`src/rtl/dacmux_scan_if.sv`:
```
`default_nettype none
// ============================================================================
// Module   : dacmux_scan_if
// Brief    : Control/data bundle between a scan controller and the SAR front end.
// Revision : 1.0
// ============================================================================
interface dacmux_scan_if #(
   parameter int NCH = 18,
   parameter int DW  = 10,
   parameter int CHW = 5
);
   logic           start;
   logic           stop;
   logic [NCH-1:0] ch_en;
   logic           cont;
   logic           res_full;
   logic [3:0]     settle;
   logic           comp;
   logic [DW-1:0]  dac_code;
   logic [CHW-1:0] mux_sel;
   logic           sample;
   logic           busy;
   logic           res_we;
   logic [CHW-1:0] res_ch;
   logic [DW-1:0]  res_data;
   logic           done;

   modport master (
      output start, stop, ch_en, cont, res_full, settle, comp,
      input  dac_code, mux_sel, sample, busy, res_we, res_ch, res_data, done
   );

   modport slave (
      input  start, stop, ch_en, cont, res_full, settle, comp,
      output dac_code, mux_sel, sample, busy, res_we, res_ch, res_data, done
   );
endinterface
`default_nettype wire

```
`src/rtl/dacmux_scan.sv`:
```
`default_nettype none
// ============================================================================
// Module   : dacmux_scan
// Brief    : Multi-channel SAR scan controller driving a DAC and analog mux.
// Revision : 1.0
// ============================================================================
module dacmux_scan #(
   parameter int NCH = 18,
   parameter int DW  = 10,
   parameter int CHW = 5
) (
   input  logic         clk,
   input  logic         srst,
   dacmux_scan_if.slave io_bus
);
   localparam int            BW         = $clog2(DW);
   localparam logic [BW-1:0] c_BIT_MSB  = BW'(DW - 1);
   localparam logic [BW-1:0] c_BIT_LSB8 = BW'(DW - 8);

   typedef enum logic [2:0] {
      S_IDLE   = 3'd0,
      S_SEL    = 3'd1,
      S_SETTLE = 3'd2,
      S_CONV   = 3'd3,
      S_STORE  = 3'd4
   } state_t;

   // Returns {found, index} of the lowest set bit of v at or above base.
   function automatic logic [CHW:0] find_first(input logic [NCH-1:0] v,
                                               input logic [CHW:0]   base);
      logic [CHW:0] hit;
      hit = '0;
      for (int i = NCH - 1; i >= 0; i--) begin
         if (v[i] && (i >= int'(base))) hit = {1'b1, CHW'(i)};
      end
      return hit;
   endfunction

   state_t         r_state, w_nxt_state;
   logic [NCH-1:0] r_en, w_nxt_en;
   logic [CHW:0]   r_ptr, w_nxt_ptr;
   logic [3:0]     r_cnt, w_nxt_cnt;
   logic [BW-1:0]  r_bit, w_nxt_bit;
   logic           r_full, w_nxt_full;
   logic           r_stop_pend, w_nxt_stop_pend;
   logic [DW-1:0]  r_dac, w_nxt_dac;
   logic [CHW-1:0] r_mux, w_nxt_mux;
   logic           r_sample, w_nxt_sample;
   logic           r_busy, w_nxt_busy;
   logic           r_we, w_nxt_we;
   logic [CHW-1:0] r_res_ch, w_nxt_res_ch;
   logic [DW-1:0]  r_res_data, w_nxt_res_data;
   logic           r_done, w_nxt_done;

   logic [DW-1:0]  w_mask;
   logic [DW-1:0]  w_resolved;
   logic [BW-1:0]  w_last_bit;
   logic [CHW:0]   w_base;
   logic [CHW:0]   w_en_hit;
   logic [CHW:0]   w_new_hit;

   assign w_mask     = {{(DW-1){1'b0}}, 1'b1} << r_bit;
   assign w_resolved = io_bus.comp ? r_dac : (r_dac & ~w_mask);
   assign w_last_bit = r_full ? '0 : c_BIT_LSB8;
   assign w_base     = (r_state == S_STORE) ? r_ptr
                                            : ({1'b0, r_mux} + {{CHW{1'b0}}, 1'b1});
   assign w_en_hit   = find_first(r_en, w_base);
   assign w_new_hit  = find_first(io_bus.ch_en, '0);

   always_ff @(posedge clk) begin
      if (srst) begin
         r_state     <= S_IDLE;
         r_en        <= '0;
         r_ptr       <= '0;
         r_cnt       <= '0;
         r_bit       <= '0;
         r_full      <= 1'b0;
         r_stop_pend <= 1'b0;
         r_dac       <= '0;
         r_mux       <= '0;
         r_sample    <= 1'b0;
         r_busy      <= 1'b0;
         r_we        <= 1'b0;
         r_res_ch    <= '0;
         r_res_data  <= '0;
         r_done      <= 1'b0;
      end else begin
         r_state     <= w_nxt_state;
         r_en        <= w_nxt_en;
         r_ptr       <= w_nxt_ptr;
         r_cnt       <= w_nxt_cnt;
         r_bit       <= w_nxt_bit;
         r_full      <= w_nxt_full;
         r_stop_pend <= w_nxt_stop_pend;
         r_dac       <= w_nxt_dac;
         r_mux       <= w_nxt_mux;
         r_sample    <= w_nxt_sample;
         r_busy      <= w_nxt_busy;
         r_we        <= w_nxt_we;
         r_res_ch    <= w_nxt_res_ch;
         r_res_data  <= w_nxt_res_data;
         r_done      <= w_nxt_done;
      end
   end

   // Outputs are registered, so each branch computes what the next cycle shows.
   always_comb begin
      w_nxt_state     = r_state;
      w_nxt_en        = r_en;
      w_nxt_ptr       = r_ptr;
      w_nxt_cnt       = r_cnt;
      w_nxt_bit       = r_bit;
      w_nxt_full      = r_full;
      w_nxt_stop_pend = 1'b0;
      w_nxt_dac       = '0;
      w_nxt_mux       = r_mux;
      w_nxt_sample    = 1'b0;
      w_nxt_we        = 1'b0;
      w_nxt_res_ch    = r_res_ch;
      w_nxt_res_data  = r_res_data;
      w_nxt_done      = 1'b0;
      case (r_state)
         S_IDLE: begin
            if (io_bus.start && !io_bus.stop && w_new_hit[CHW]) begin
               w_nxt_state = S_SEL;
               w_nxt_en    = io_bus.ch_en;
               w_nxt_ptr   = '0;
               w_nxt_mux   = w_new_hit[CHW-1:0];
            end
         end
         S_SEL: begin
            if (io_bus.stop) begin
               w_nxt_state = S_IDLE;
            end else begin
               w_nxt_state  = S_SETTLE;
               w_nxt_cnt    = io_bus.settle;
               w_nxt_full   = io_bus.res_full;
               w_nxt_sample = 1'b1;
            end
         end
         S_SETTLE: begin
            if (io_bus.stop) begin
               w_nxt_state = S_IDLE;
            end else if (r_cnt == 4'd0) begin
               w_nxt_state = S_CONV;
               w_nxt_bit   = c_BIT_MSB;
               w_nxt_dac   = {1'b1, {(DW-1){1'b0}}};
            end else begin
               w_nxt_cnt    = r_cnt - 4'd1;
               w_nxt_sample = 1'b1;
            end
         end
         S_CONV: begin
            // A stop on the final trial still stores the finished result.
            if (r_bit == w_last_bit) begin
               w_nxt_state     = S_STORE;
               w_nxt_we        = 1'b1;
               w_nxt_res_ch    = r_mux;
               w_nxt_res_data  = w_resolved;
               w_nxt_done      = ~w_en_hit[CHW] & ~io_bus.stop;
               w_nxt_ptr       = {1'b0, r_mux} + {{CHW{1'b0}}, 1'b1};
               w_nxt_stop_pend = io_bus.stop;
            end else if (io_bus.stop) begin
               w_nxt_state = S_IDLE;
            end else begin
               w_nxt_bit = r_bit - BW'(1);
               w_nxt_dac = w_resolved | (w_mask >> 1);
            end
         end
         S_STORE: begin
            if (io_bus.stop || r_stop_pend) begin
               w_nxt_state = S_IDLE;
            end else if (w_en_hit[CHW]) begin
               w_nxt_state = S_SEL;
               w_nxt_mux   = w_en_hit[CHW-1:0];
            end else if (io_bus.cont && w_new_hit[CHW]) begin
               w_nxt_state = S_SEL;
               w_nxt_en    = io_bus.ch_en;
               w_nxt_ptr   = '0;
               w_nxt_mux   = w_new_hit[CHW-1:0];
            end else begin
               w_nxt_state = S_IDLE;
               if (io_bus.cont) w_nxt_en = io_bus.ch_en;
            end
         end
         default: w_nxt_state = S_IDLE;
      endcase
      w_nxt_busy = (w_nxt_state != S_IDLE);
   end

   assign io_bus.dac_code = r_dac;
   assign io_bus.mux_sel  = r_mux;
   assign io_bus.sample   = r_sample;
   assign io_bus.busy     = r_busy;
   assign io_bus.res_we   = r_we;
   assign io_bus.res_ch   = r_res_ch;
   assign io_bus.res_data = r_res_data;
   assign io_bus.done     = r_done;
endmodule
`default_nettype wire

```
`src/flat_wrapper.sv`:
```
// flat-port wrapper written by rule: the top's interface ports become plain ports
module dacmux_scan_flat 
#(
   parameter int NCH = 18,
   parameter int DW  = 10,
   parameter int CHW = 5
)
  (clk, srst, io_bus_start, io_bus_stop, io_bus_ch_en, io_bus_cont, io_bus_res_full, io_bus_settle, io_bus_comp, io_bus_dac_code, io_bus_mux_sel, io_bus_sample, io_bus_busy, io_bus_res_we, io_bus_res_ch, io_bus_res_data, io_bus_done);
  dacmux_scan_if #(.NCH(NCH), .DW(DW), .CHW(CHW)) io_bus_i ();
  input  logic clk;
  input  logic srst;
  input wire logic [$bits(io_bus_i.start)-1:0] io_bus_start;
  input wire logic [$bits(io_bus_i.stop)-1:0] io_bus_stop;
  input wire logic [$bits(io_bus_i.ch_en)-1:0] io_bus_ch_en;
  input wire logic [$bits(io_bus_i.cont)-1:0] io_bus_cont;
  input wire logic [$bits(io_bus_i.res_full)-1:0] io_bus_res_full;
  input wire logic [$bits(io_bus_i.settle)-1:0] io_bus_settle;
  input wire logic [$bits(io_bus_i.comp)-1:0] io_bus_comp;
  output wire logic [$bits(io_bus_i.dac_code)-1:0] io_bus_dac_code;
  output wire logic [$bits(io_bus_i.mux_sel)-1:0] io_bus_mux_sel;
  output wire logic [$bits(io_bus_i.sample)-1:0] io_bus_sample;
  output wire logic [$bits(io_bus_i.busy)-1:0] io_bus_busy;
  output wire logic [$bits(io_bus_i.res_we)-1:0] io_bus_res_we;
  output wire logic [$bits(io_bus_i.res_ch)-1:0] io_bus_res_ch;
  output wire logic [$bits(io_bus_i.res_data)-1:0] io_bus_res_data;
  output wire logic [$bits(io_bus_i.done)-1:0] io_bus_done;
  assign io_bus_i.start = io_bus_start;
  assign io_bus_i.stop = io_bus_stop;
  assign io_bus_i.ch_en = io_bus_ch_en;
  assign io_bus_i.cont = io_bus_cont;
  assign io_bus_i.res_full = io_bus_res_full;
  assign io_bus_i.settle = io_bus_settle;
  assign io_bus_i.comp = io_bus_comp;
  assign io_bus_dac_code = io_bus_i.dac_code;
  assign io_bus_mux_sel = io_bus_i.mux_sel;
  assign io_bus_sample = io_bus_i.sample;
  assign io_bus_busy = io_bus_i.busy;
  assign io_bus_res_we = io_bus_i.res_we;
  assign io_bus_res_ch = io_bus_i.res_ch;
  assign io_bus_res_data = io_bus_i.res_data;
  assign io_bus_done = io_bus_i.done;
  dacmux_scan #(.NCH(NCH), .DW(DW), .CHW(CHW)) u_core (.clk(clk), .srst(srst), .io_bus(io_bus_i));
endmodule
```
`config.mk`:
```
export PLATFORM = sky130hd
export DESIGN_NAME = dacmux_scan_flat
export DESIGN_NICKNAME = d
export VERILOG_FILES = /design/src/rtl/dacmux_scan_if.sv /design/src/rtl/dacmux_scan.sv /design/src/flat_wrapper.sv
export SDC_FILE = /design/constraint.sdc
export NUM_CORES = 1
export LEC_CHECK = 0
export CAP_MARGIN = 10
export CORE_ASPECT_RATIO = 1.4
export CORE_UTILIZATION = 40
export DETAILED_ROUTE_END_ITERATION = 10
export PLACE_DENSITY = 0.71
export SLEW_MARGIN = 30
export SYNTH_ARGS = -nofsm -noshare
export SYNTH_HDL_FRONTEND = slang
export SYNTH_SLANG_ARGS = --single-unit
```
`constraint.sdc`:
```
create_clock -name clk -period 8.3 [get_ports clk]
set_input_delay 0.83 -clock clk [delete_from_list [all_inputs] [get_ports clk]]
set_output_delay 0.83 -clock clk [all_outputs]
set_load 0.01 [all_outputs]
```
# Yosys cells after proc, flatten, opt, wreduce, memory -nomap -nowiden
# Index checks and enable logic that the tools add are counted.
# word_totals
ramBits	0
latchBits	0
word_cells	187
mem_count	0
inputBits	29
rom_bits	0
register_bits	71
output_inout_bits	34
# classes
n_mul	0
n_bitwise	8
addsub	3
div	0
n_mux	85
eq_ne	18
n_shift	1
order_cmp	18
n_reduce_logical	39
# op_table
operator	n
two-way mux 6 bit	42
two-way mux 18 bit	5
two-way mux 10 bit	5
>= comparator 4 x 6 -> 1 bit, first input constant	8
case mux 18 bit (2 select lines)	1
two-way mux 4 bit	7
>= comparator 3 x 6 -> 1 bit, first input constant	4
logical AND 1 bit	21
two-way mux 3 bit	7
two-way mux 5 bit	4
case mux 10 bit (2 select lines)	1
case mux 6 bit (3 select lines)	1
inequality test 2 bit, second input constant	8
case mux 4 bit (2 select lines)	2
case mux 3 bit (5 select lines)	1
>= comparator 1 x 6 -> 1 bit, first input constant	2
>= comparator 2 x 6 -> 1 bit, first input constant	2
>= comparator 5 x 6 -> 1 bit, first input constant	2
AND 10 bit	1
NOT 10 bit	1
bitwise OR 10 x 9 -> 10 bit	1
case mux 5 bit (2 select lines)	1
AND reduction 5 bit	2
left shift 1 x 4 -> 10 bit, first input constant	1
25 further kinds	42

# Longest topological paths before layout
# depth
depth_word	26
mapped_depth	14
depth_no_buf	10

# Worst setup path before layout
# OpenSTA, ideal clock, no wires.
# synth_path
path_kind	register to register
from	register u_core.r_mux[1] (netlist: u_core.io_bus.mux_sel[1])
to	register u_core.r_ptr[2]
n_path_buf	2
path_slack_ns	5.046
setup_time_ns	0.071
arrival_ns	3.183
t_required_ns	8.229
stages_incl_launch_ff	13
synth_period_minus_slack_ns	3.254
cell_sequence	dfxtp_1 > ha_1 > buf_2 > xor2_1 > nand3_1 > a221oi_1 > o2111ai_1 > a2111oi_4 > nand2_2 > a21o_1 > buf_6 > or3_1 > a21oi_1
# synth_via
elab_chain_len	24
elab_cells_between_ends	60
classes_between	add/sub (1); order compare (18); eq/ne (1); mux (21); reduce/logical (19)
# synth_lines
item	line_no	text
from (decl)	dacmux_scan.sv:47	logic [CHW-1:0] r_mux, w_nxt_mux;
from (signal assigned)	dacmux_scan.sv:96	r_mux <= w_nxt_mux;
adder 5 x 1 -> 6 bit (*)	dacmux_scan.sv:66, dacmux_scan.sv:161	
two-way mux 6 bit	dacmux_scan.sv:65	assign w_base = (r_state == S_STORE) ? r_ptr
>= comparator 5 x 6 -> 1 bit	dacmux_scan.sv:34	if (v[i] && (i >= int'(base))) hit = {1'b1, CHW'(i)};
logical AND 1 bit	dacmux_scan.sv:34	
two-way mux 6 bit (18 in series)	dacmux_scan.sv:34	
inequality test 2 bit (no source line)	--	
AND reduction 6 bit (no source line)	--	
to (signal assigned)	dacmux_scan.sv:90	r_ptr <= w_nxt_ptr;
to (decl)	dacmux_scan.sv:41	logic [CHW:0] r_ptr, w_nxt_ptr;
# Every way passes the cells marked *; elsewhere a longest branch is shown, timed or not. The select of a mux whose other input is x is not followed.
# A chain may end at the register's enable or synchronous reset.

# Worst setup path in the final report
# layout_path
from	register u_core.r_mux[0] (netlist: u_core.io_bus.mux_sel[0])
to	register u_core.r_en[9]
# layout_via
elab_chain_len	24
elab_cells_between_ends	58
classes_between	add/sub (1); order compare (18); eq/ne (1); mux (19); reduce/logical (19)
# layout_lines
item	line_no	text
adder 5 x 1 -> 6 bit (*)	dacmux_scan.sv:66	: ({1'b0, r_mux} + {{CHW{1'b0}}, 1'b1});
two-way mux 6 bit (*)	dacmux_scan.sv:65	
>= comparator 5 x 6 -> 1 bit	dacmux_scan.sv:34	
logical AND 1 bit	dacmux_scan.sv:34	
two-way mux 6 bit (17 in series)	dacmux_scan.sv:34	
two-way mux 6 bit (*)	dacmux_scan.sv:34	
inequality test 2 bit (no source line) (*)	--	
AND reduction 5 bit (no source line) (*)	--	
to (signal assigned)	dacmux_scan.sv:89	r_en <= w_nxt_en;
to (decl)	dacmux_scan.sv:40	logic [NCH-1:0] r_en, w_nxt_en;
# Every way passes the cells marked *; elsewhere a longest branch is shown, timed or not.

==> results.json <==
{
  "grt_max_degree": 61,
  "cts_tree": "done",
  "worstReg2RegStart": "u_core.io_bus.mux_sel[0]",
  "cts_buffers": 9,
  "gp_congestion": 0.933,
  "ys_seq_elements": 71,
  "hold_violations": 0,
  "ctsRootBufferMaster": "clkbuf_16",
  "start_util": 0.410,
  "p_int_uw": 721,
  "ant_nets": 0,
  "worstPathMaxFanout": 18,
  "combPwrFrac": 0.113,
  "worstSetupStartpoint": "u_core.io_bus.mux_sel[0]",
  "fp-row-count": 43,
  "grt_usage": 0.225,
  "crit_path_frequent_cell": "mux2i_1",
  "clock-sinks": 71,
  "area_delta_synth_final_pct": 25.1,
  "finalMaxSlewViolations": 0,
  "synthCells": 523,
  "antenna_found_initial": 0,
  "yosys_warnings": 0,
  "fp.coreArea_um2": 9850,
  "die_area_um2": 10500,
  "synthArstFlopShare": 0,
  "tightest_slew_ps": 938,
  "post_cts_buffers": 0,
  "worst_setup_path_start_kind": "flip-flop",
  "drive_gt1_frac": 0.0558,
  "path_cells": "ha_1, xor2_1, mux2i_1, nand2_1, o221a_2, or3_1, nand2_2, a21o_1, mux2i_1, nor2_1",
  "nFillCells": 927,
  "drv_cap": 0,
  "slew_headroom": 0.375,
  "yosysSeqAreaShare": 0.352,
  "fin_util": 0.513,
  "rr_worst_depth": 10,
  "rsz0062_at_grt": "no",
  "final-seq-area_um2": 1420,
  "arrival_ps": 4130,
  "h-tree-depth": 3,
  "crit_slowest_cell": "a21o_1",
  "grt_pass1_vias": 3755,
  "ys.flop_type": "dfxtp_1",
  "p_sw_frac": 0.232,
  "fin_skew_ps": 6.99,
  "synth_nets": 559,
  "leakage_uw": 0.00184,
  "multi_input_area_um2": 2380,
  "slowest_delay_ps": 760,
  "drc": 0,
  "fin_crit_ps": 3930,
  "fin_crit_sh": 0.473,
  "overflow": 0,
  "viasPerCell": 5.65,
  "fmax_ghz": 0.255,
  "syn_area_um2": 4040,
  "hold_class": "flip-flop to flip-flop",
  "die_h_um": 121,
  "p_clk_frac": 0.505,
  "clock_path_buffers": 2,
  "clkLatencyLatePin_ps": 340,
  "firstDrtPassIters": 5,
  "crit_end": "u_core.r_en[9]",
  "syn_avg_cell_area_um2": 7.72,
  "crit_type": "flip-flop to flip-flop",
  "required_ps": 8500,
  "status": "complete, no violations",
  "end_kind": "flip-flop",
  "synth_edf_count": 0,
  "cts.clk_slew.worst_paths_ps": 60,
  "vdd_drop_max_mv": 0.108,
  "drt_iter0_drc": 351,
  "wl_per_cell_um": 16.1,
  "setup_viol": 0,
  "portBuffers": 62,
  "pwr-share-seq": 0.382,
  "dp_hpwl_um": 8310,
  "ctsResizeCount": 0,
  "tns_ps": 0,
  "dp_cells": 692,
  "via_count": 4000,
  "die_w_um": 86.9,
  "p_switching_uw": 218,
  "yosysUniqueCellTypes": 66,
  "powerDensity_nw_per_um2": 186,
  "reg2reg_to": "u_core.r_en[9]",
  "layout.nets": 604,
  "io_pins": 63,
  "finalNonFillerCells": 708,
  "antenna_cells": 0,
  "grt_pass1_wl_um": 18100,
  "holdBufCountCts": 0,
  "rrSetupSlack_ps": 4370,
  "wl_um": 11400
}
sequential cells by signal, indices dropped and copies added (netlist names):
| signal | count |
|---|---|
| u_core.io_bus.busy | 1 |
| u_core.io_bus.res_we | 1 |
| u_core.io_bus.dac_code | 10 |
| u_core.io_bus.res_data | 10 |
| u_core.r_stop_pend | 1 |
| u_core.io_bus.res_ch | 5 |
| u_core.r_full | 1 |
| u_core.r_state | 3 |
| u_core.io_bus.done | 1 |
| u_core.io_bus.mux_sel | 5 |
| u_core.io_bus.sample | 1 |
| u_core.r_ptr | 6 |
| u_core.r_bit | 4 |
| u_core.r_en | 18 |
| u_core.r_cnt | 4 |
power groups by stage:
stage,Clock (uW),Combinational (uW),Sequential [uW]
3_5_place_dp,0,105,366
2_1_floorplan,0,71.9,361
4_1_cts,482,105,359
3_3_place_gp,0,104,366
5_1_grt,496,116,360
6_report,474,106,359
critical path, delay by kind of cell (launching register included):
kind	cells	cell delay [ps]
and+or+nand+nor	4	870
xor gates and xnor gates	1	180
adders and majority gates	1	400
muxes	2	690
AOI/OAI and AO/OA	2	1090
DFF	1	560
worst min path at each step:
stage / startpoint / endpoint / slack [ps] / cells past startpoint
3_3_place_gp: u_core.io_bus.res_ch[1] / u_core.io_bus.res_ch[1] / 450 / 2
5_1_grt: u_core.io_bus.res_ch[4] / u_core.io_bus.res_ch[4] / 480 / 2
3_5_place_dp: u_core.io_bus.res_data[7] / u_core.io_bus.res_data[7] / 450 / 2
4_1_cts: u_core.io_bus.res_ch[4] / u_core.io_bus.res_ch[4] / 460 / 2
6_report: u_core.io_bus.res_ch[3] / u_core.io_bus.res_ch[3] / 460 / 2
2_1_floorplan: u_core.r_ptr[5] / u_core.r_ptr[5] / 450 / 2
logic make-up after synthesis:
family,count (synthesis),share of synthesized area
simple gates,229,0.270
buf+inv,49,0.0567
fa+ha+maj,7,0.0217
mux,25,0.0626
xor+xnor,7,0.0152
compound gates,135,0.221
flops,71,0.352
layout make-up:
class,instances,share of cell area
clock buffer,9,0.0446
multi-input combinational,403,0.472
clock inverter,7,0.0287
tap,135,0.0334
sequential,71,0.281
timing repair buffer,64,0.125
inverter,19,0.0141
per-layer routing:
layer	global-route usage	up-vias	routed length, um
li1	-	1967	-
met1	0.231	1879	4300
met2	0.406	116	6100
met3	0.0382	38	390
met4	0.156	0	574
met5	0	-	0
synthesized netlist by cell type, drive strengths merged, types with 3 or more instances:
cell	count	area share
a2111oi	4	0.015
a211oi	6	0.011
a21o	4	0.0074
a21oi	55	0.068
a221oi	3	0.0065
a22o	3	0.0065
a311oi	3	0.0065
a31oi	8	0.012
and2	3	0.0047
and4	4	0.0087
buf	11	0.021
clkbuf	19	0.018
dfxtp	71	0.35
ha	7	0.022
inv	19	0.018
mux2i	23	0.057
nand2	63	0.059
nand2b	9	0.014
nand3	16	0.020
nand3b	4	0.0074
nor2	73	0.068
nor2b	4	0.0062
nor3	16	0.020
nor3b	4	0.0087
nor4	7	0.011
o21ai	17	0.022
o22ai	4	0.0062
or2	3	0.0047
or3	15	0.023
xnor2	5	0.011
metrics by stage:
step | worst slack, ps | total power (uW) | hold slack (ps) | cell area, um^2
global placement | 4390 | 470 | 445 | 4680
detailed placement | 4310 | 471 | 445 | 4680
finish | 4370 | 939 | 458 | 5050
CTS | 4390 | 946 | 459 | 5050
global route | 4010 | 971 | 476 | 5050
floorplan | 5050 | 432 | 446 | 4040
cell usage in the layout, fill, tap and decap left out, types with 16 or more instances in the layout:
| cell type | count |
|---|---|
| dfxtp_1 | 71 |
| nor3_1 | 16 |
| clkdlybuf4s50_1 | 61 |
| nand2_1 | 62 |
| nand3_1 | 16 |
| a21oi_1 | 55 |
| o21ai_0 | 16 |
| mux2i_1 | 23 |
| nor2_1 | 73 |
| inv_1 | 19 |
Note: power is estimated with default switching activity, not from simulation.
